==> src/rtl/pipeline_sequencer_pkg.sv <==
// Shared types and constants for the maxicore32 pipeline sequencer.
package pipeline_sequencer_pkg;

  typedef enum logic [1:0] {
    ST_RUN,
    ST_FLUSH,
    ST_HALTING,
    ST_HALTED
  } seq_state_t;

  localparam logic [4:0] OPCODE_NOP = 5'h00;

  // Bits needed to hold values 0..max_value, never less than one.
  function automatic int count_bits(input int max_value);
    int bits;
    bits = $clog2(max_value + 1);
    return (bits < 1) ? 1 : bits;
  endfunction

endpackage

==> src/rtl/pipeline_sequencer_sat_counter.sv <==
// Free-running event counter that sticks at all-ones instead of wrapping.
module sat_counter #(
  parameter int WIDTH = 16
) (
  input  logic             clock,
  input  logic             reset,
  input  logic             inc,
  output logic [WIDTH-1:0] count
);

  always_ff @(posedge clock) begin
    if (reset) begin
      count <= '0;
    end else if (inc && (count != {WIDTH{1'b1}})) begin
      count <= count + WIDTH'(1);
    end
  end

endmodule

==> src/rtl/pipeline_sequencer.sv <==
// Decides each cycle whether the fetched word or a NOP is issued and whether
// the two-stage pipeline advances; tracks flushes, halt drain and stall/bubble counts.
module pipeline_sequencer
  import pipeline_sequencer_pkg::*;
#(
  parameter int DATA_WIDTH        = 32,
  parameter int FLUSH_CYCLES      = 2,
  parameter int HALT_DRAIN_CYCLES = 4,
  parameter int COUNT_WIDTH       = 16
) (
  input  logic                   clock,
  input  logic                   reset,
  input  logic                   bus_ready,
  input  logic                   memory_access_cycle,
  input  logic                   control_flow_start_cycle,
  input  logic                   halting,
  input  logic [DATA_WIDTH-1:0]  fetch_data,
  output logic [DATA_WIDTH-1:0]  issue_instruction,
  output logic                   stage_enable,
  output logic                   pc_inc,
  output logic                   fetch_select,
  output logic                   halted,
  output logic [COUNT_WIDTH-1:0] stall_count,
  output logic [COUNT_WIDTH-1:0] bubble_count
);

  localparam int FLUSH_W = count_bits(FLUSH_CYCLES);
  localparam int DRAIN_W = count_bits(HALT_DRAIN_CYCLES);
  localparam logic [FLUSH_W-1:0] FLUSH_RELOAD = FLUSH_W'(FLUSH_CYCLES - 1);
  localparam logic [DRAIN_W-1:0] DRAIN_LAST   = DRAIN_W'(HALT_DRAIN_CYCLES - 1);
  localparam logic [DATA_WIDTH-1:0] NOP_WORD  = {OPCODE_NOP, {(DATA_WIDTH-5){1'b0}}};

  seq_state_t         state;
  logic [FLUSH_W-1:0] flush_left;
  logic [DRAIN_W-1:0] drain_count;
  logic               insert_nop;

  always_comb begin
    stage_enable      = bus_ready & (state != ST_HALTED);
    insert_nop        = memory_access_cycle | control_flow_start_cycle | halting |
                        (state != ST_RUN);
    issue_instruction = insert_nop ? NOP_WORD : fetch_data;
    pc_inc            = stage_enable & ~insert_nop;
    fetch_select      = memory_access_cycle;
  end

  // Halting wins over control flow; a one-cycle drain skips HALTING entirely.
  always_ff @(posedge clock) begin
    if (reset) begin
      state       <= ST_RUN;
      flush_left  <= '0;
      drain_count <= '0;
      halted      <= 1'b0;
    end else if (stage_enable) begin
      unique case (state)
        ST_RUN, ST_FLUSH: begin
          if (halting) begin
            if (HALT_DRAIN_CYCLES == 1) begin
              state  <= ST_HALTED;
              halted <= 1'b1;
            end else begin
              state       <= ST_HALTING;
              drain_count <= DRAIN_W'(1);
            end
          end else if (control_flow_start_cycle) begin
            if (FLUSH_CYCLES > 1) begin
              state      <= ST_FLUSH;
              flush_left <= FLUSH_RELOAD;
            end
          end else if (state == ST_FLUSH) begin
            if (flush_left == FLUSH_W'(1)) begin
              state      <= ST_RUN;
              flush_left <= '0;
            end else begin
              flush_left <= flush_left - FLUSH_W'(1);
            end
          end
        end
        ST_HALTING: begin
          if (!halting) begin
            state       <= ST_RUN;
            drain_count <= '0;
          end else if (drain_count == DRAIN_LAST) begin
            state  <= ST_HALTED;
            halted <= 1'b1;
          end else begin
            drain_count <= drain_count + DRAIN_W'(1);
          end
        end
        ST_HALTED: begin
          state <= ST_HALTED;
        end
      endcase
    end
  end

  sat_counter #(.WIDTH(COUNT_WIDTH)) u_stall_counter (
    .clock (clock),
    .reset (reset),
    .inc   (~bus_ready & (state != ST_HALTED)),
    .count (stall_count)
  );

  sat_counter #(.WIDTH(COUNT_WIDTH)) u_bubble_counter (
    .clock (clock),
    .reset (reset),
    .inc   (stage_enable & insert_nop),
    .count (bubble_count)
  );

endmodule

==> config.mk <==
export PLATFORM = sky130hd
export DESIGN_NAME = pipeline_sequencer
export DESIGN_NICKNAME = d
export VERILOG_FILES = /design/src/rtl/pipeline_sequencer_pkg.sv /design/src/rtl/pipeline_sequencer_sat_counter.sv /design/src/rtl/pipeline_sequencer.sv
export SDC_FILE = /design/constraint.sdc
export NUM_CORES = 1
export LEC_CHECK = 0
export BUFFER_PORTS_ARGS = -buffer_cell sky130_fd_sc_hd__buf_4
export CAP_MARGIN = 20
export CORE_UTILIZATION = 35
export CTS_BUF_LIST = sky130_fd_sc_hd__clkbuf_8
export CTS_CLUSTER_SIZE = 30
export DETAILED_ROUTE_END_ITERATION = 16
export SLEW_MARGIN = 20
export SYNTH_ARGS = -nofsm -noshare
export SYNTH_HDL_FRONTEND = slang
export SYNTH_HIERARCHICAL = 1
export SYNTH_SLANG_ARGS = --single-unit
==> constraint.sdc <==
create_clock -name clock -period 1.9 [get_ports clock]
set_clock_uncertainty 0.1 [all_clocks]
set_input_delay 0 -clock clock [delete_from_list [all_inputs] [get_ports clock]]
set_output_delay 0 -clock clock [all_outputs]
set_load 0.005 [all_outputs]
==> metrics.md <==
| Metric | Value |
|---|---|
| Max-slew violations | 0 |
| Fin area | 0.00369 sq mm |
| CP Cell Sequence | or4_4 > nor2_4 > buf_12 > and2_1 > buf_4 |
| Slowest cell on the critical path | or4_4 |
| Antenna violation net count after detailed routing | 0 |
| Core footprint | 0.00653 sq mm |
| Full die area | 0.00726 sq mm |
| RSZ-0062 raised after global routing | true |
| Reg2reg start | state[0]$_SDFFE_PP0P_ |
| Total GRT Usage | 0.188 |
| Synthesized Nets | 331 |
| Placed cell area | 0.00350 sq mm |
| Post-Syn Area | 0.00242 sq mm |
| Mapped Cells | 288 |
| Via count | 2635 |
| Input/output buffers | 105 |
| CTS root buffer | clkbuf_8 |
| CP Launch Type | flop |
| GPL Wtd Cong | 0.777 |
| Wire per inst | 14.0 um |
| Lkg Pwr | 1.58 nW |
| EDFF count, synth | 0 |
| Synth Flop Type | dfxtp_1 |
| Vias in the first global route | 2368 |
| Status | complete, no violations |
| Commonest non-fill, non-tap cells in the layout | 135 x buf_4, 34 x dfxtp_1, 21 x and2_1, 21 x a21oi_1, 16 x inv_1 |
| Fraction of layout cells with a size suffix above 1 | 0.439 |
| Total Nets Final | 463 |
| Critical path class | flop to output port |
| Power Density | 482 mW/mm^2 |
| Minimum clock period after layout | 1.86 ns |
| End of the worst hold path | state[0]$_SDFFE_PP0P_ |
| IO Pins | 106 |
| Least-Margin Pin Slew | 0.624 ns |
| Post-synthesis cell type count | 50 |
| Most common cell after layout, fill and taps aside | buf_4 |
| Diodes inserted | 0 |
| Mean Syn Cell Area | 8.41 sq um |
| CP top delay family | simple AND/OR/NAND/NOR gates |
| Total gr overflow | 0 |
| CTS Buf Count | 5 |
| H-tree levels | 2 |
| Hold Path Depth | 3 |
| CP peak stage delay | 0.54 ns |
| WP buf/inv | 2 |
| Peak Freq | 538 MHz |
| Required @ worst endpoint | 1.80 ns |
| Hold path startpoint | control_flow_start_cycle |
| Vias per inst | 5.29 |
| Maxcap violations | 0 |
| Clock buffer depth | 2 |
| Final setup viols | 0 |
| CP Capture Type | output port |
| Die Ht | 85.2 um |
| Final hold violations | 0 |
| Synth async-reset ratio | 0 |
| # rows | 29 |
| Initial core utilization | 0.371 |
| Synth warn | 6 |
| Final Cycle Share | 0.978 |
| R2r endpoint | u_bubble_counter/count[6]$_SDFFE_PP0P_ |
| Worst-Skew Late Latency | 0.29 ns |
| Largest net degree at the start of global routing | 42 |
| Peak supply drop | 346 uV |
| Dpl hpwl | 5040 um |
| Reg clk slew, reported paths | 0.08 ns |
| CP max FO | 32 |
| Initial antenna violation count | 0 |
| Drt drc | 0 |
| Setup_tns | 0 ns |
| First-pass GRT wire length | 11100 um |
| Die Width | 85.2 um |
| Area delta synth->final | 52.3% |
| Util after Layout | 0.565 |
| Setup slack, reg-to-reg | 0.06 ns |
| CP arrival | 1.76 ns |
| TritonCTS Sinks | 40 |
| Worst r2r path cells | 7 |
| TritonCTS clock tree | built |
| DRT Wirelength | 6980 um |
| Sequential fraction of the synthesis area | 0.331 |
| HP Class | input pin to flop |
| Synthesized flop and latch total | 40 |
| TritonRoute pass-1 iters | 4 |
| Relative max-transition margin | 0.578 |
| Initial drt markers | 128 |
[Yosys cell counts, types with 3 or more instances]
library cell | n | area (sq um)
buf_2 | 3 | 15.0
inv_1 | 15 | 56.3
nor2b_1 | 4 | 25.0
o31ai_1 | 12 | 90.1
clkbuf_1 | 5 | 18.8
nand4_1 | 6 | 37.5
nand3_1 | 12 | 60.1
and2_1 | 22 | 138
nor2_1 | 15 | 56.3
ha_1 | 5 | 62.6
nand3b_1 | 3 | 22.5
or4_1 | 14 | 105
o21a_1 | 3 | 22.5
a21oi_1 | 22 | 110
nor3_1 | 9 | 45.0
nand2_1 | 14 | 52.6
and4_1 | 6 | 52.6
o21ai_0 | 10 | 50.1
or3_1 | 7 | 43.8
nor4_1 | 4 | 25.0
xnor2_1 | 4 | 35.0
and2_2 | 10 | 75.1
dfxtp_1 | 40 | 801
buf_6 | 4 | 45.0
[worst min-delay path, delay by kind of cell]
family | cells | cell delay [ns]
AOI/OAI and AO/OA | 2 | 0.26
buffers and inverters | 1 | 0.10
[cell type report]
type	count	area, sq um
clock buffer	5	68.8
inverter	15	56.3
sequential	40	808
fill	607	2840
timing repair buffer	140	1070
clock inverter	3	38.8
tap	77	96.3
multi-input combinational	218	1550
[per-layer routing]
| metal | wire length (um) | global-route usage | vias to the layer above | share of wire |
|---|---|---|---|---|
| met2 | 3380 | 0.328 | 65 | 0.48 |
| met4 | 82 | 0.0586 | 0 | 0.012 |
| met3 | 315 | 0.0331 | 9 | 0.045 |
| met5 | 0 | 0 | - | 0 |
| met1 | 3200 | 0.236 | 1227 | 0.46 |
| li1 | - | - | 1334 | - |
[how the worst max path moves through the flow]
stage | cells after the start | startpoint | slack (ns) | endpoint
2_1_floorplan | 9 | state[0]$_SDFFE_PP0P_ | -0.09 | u_bubble_counter/count[6]$_SDFFE_PP0P_
3_3_place_gp | 6 | u_bubble_counter/count[0]$_SDFFE_PP0P_ | 0.12 | u_bubble_counter/count[7]$_SDFFE_PP0P_
4_1_cts | 5 | state[0]$_SDFFE_PP0P_ | 0.009 | issue_instruction[21]
3_5_place_dp | 7 | state[0]$_SDFFE_PP0P_ | 0.07 | u_bubble_counter/count[12]$_SDFFE_PP0P_
5_1_grt | 5 | state[0]$_SDFFE_PP0P_ | -0.05 | issue_instruction[11]
6_report | 5 | state[0]$_SDFFE_PP0P_ | 0.04 | issue_instruction[12]
[cell families (layout without fill, tap and decap cells)]
| family | after synthesis | count (layout) | synth area share |
|---|---|---|---|
| simple gates | 141 | 141 | 0.378 |
| flops | 40 | 40 | 0.331 |
| mux | 4 | 4 | 0.0176 |
| xor+xnor | 4 | 4 | 0.0145 |
| fa+ha+maj | 5 | 5 | 0.0258 |
| buf+inv | 30 | 163 | 0.0620 |
| compound gates | 64 | 64 | 0.171 |
[flip-flops by register name, summed over array words and instances (netlist names)]
signal,cells
drain_count,3
flush_left,2
halted,1
state,2
u_bubble_counter/count,16
u_stall_counter/count,16
[power breakdown]
part           internal, W  switching (W)  total (W)
clock network     0.000385       0.000300   0.000685
logic             0.000133      0.0000963   0.000229
registers         0.000852      0.0000135   0.000865
total              0.00137       0.000410    0.00178
[per-stage QoR]
step | total power [W] | cells | hold slack (ns) | setup WS (ns)
final | 0.00178 | 498 | 0.0151 | 0.0416
after global routing | 0.00186 | 498 | 0.0325 | -0.0510
after CTS | 0.00181 | 498 | 0.0151 | 0.00924
after detailed placement | 0.00110 | 487 | 0.119 | 0.0672
after global placement | 0.00110 | 487 | 0.120 | 0.118
after floorplan | 0.000986 | 288 | -0.0635 | -0.0895
[what timing repair did]
item,in CTS,in global routing
resized for setup,3,14
hold buffers,3,0
hold endpoints to repair,2,0
setup buffers,0,0
pin swaps,1,2
setup endpoints to repair,32,41
Note: power is estimated with default switching activity, not from simulation.
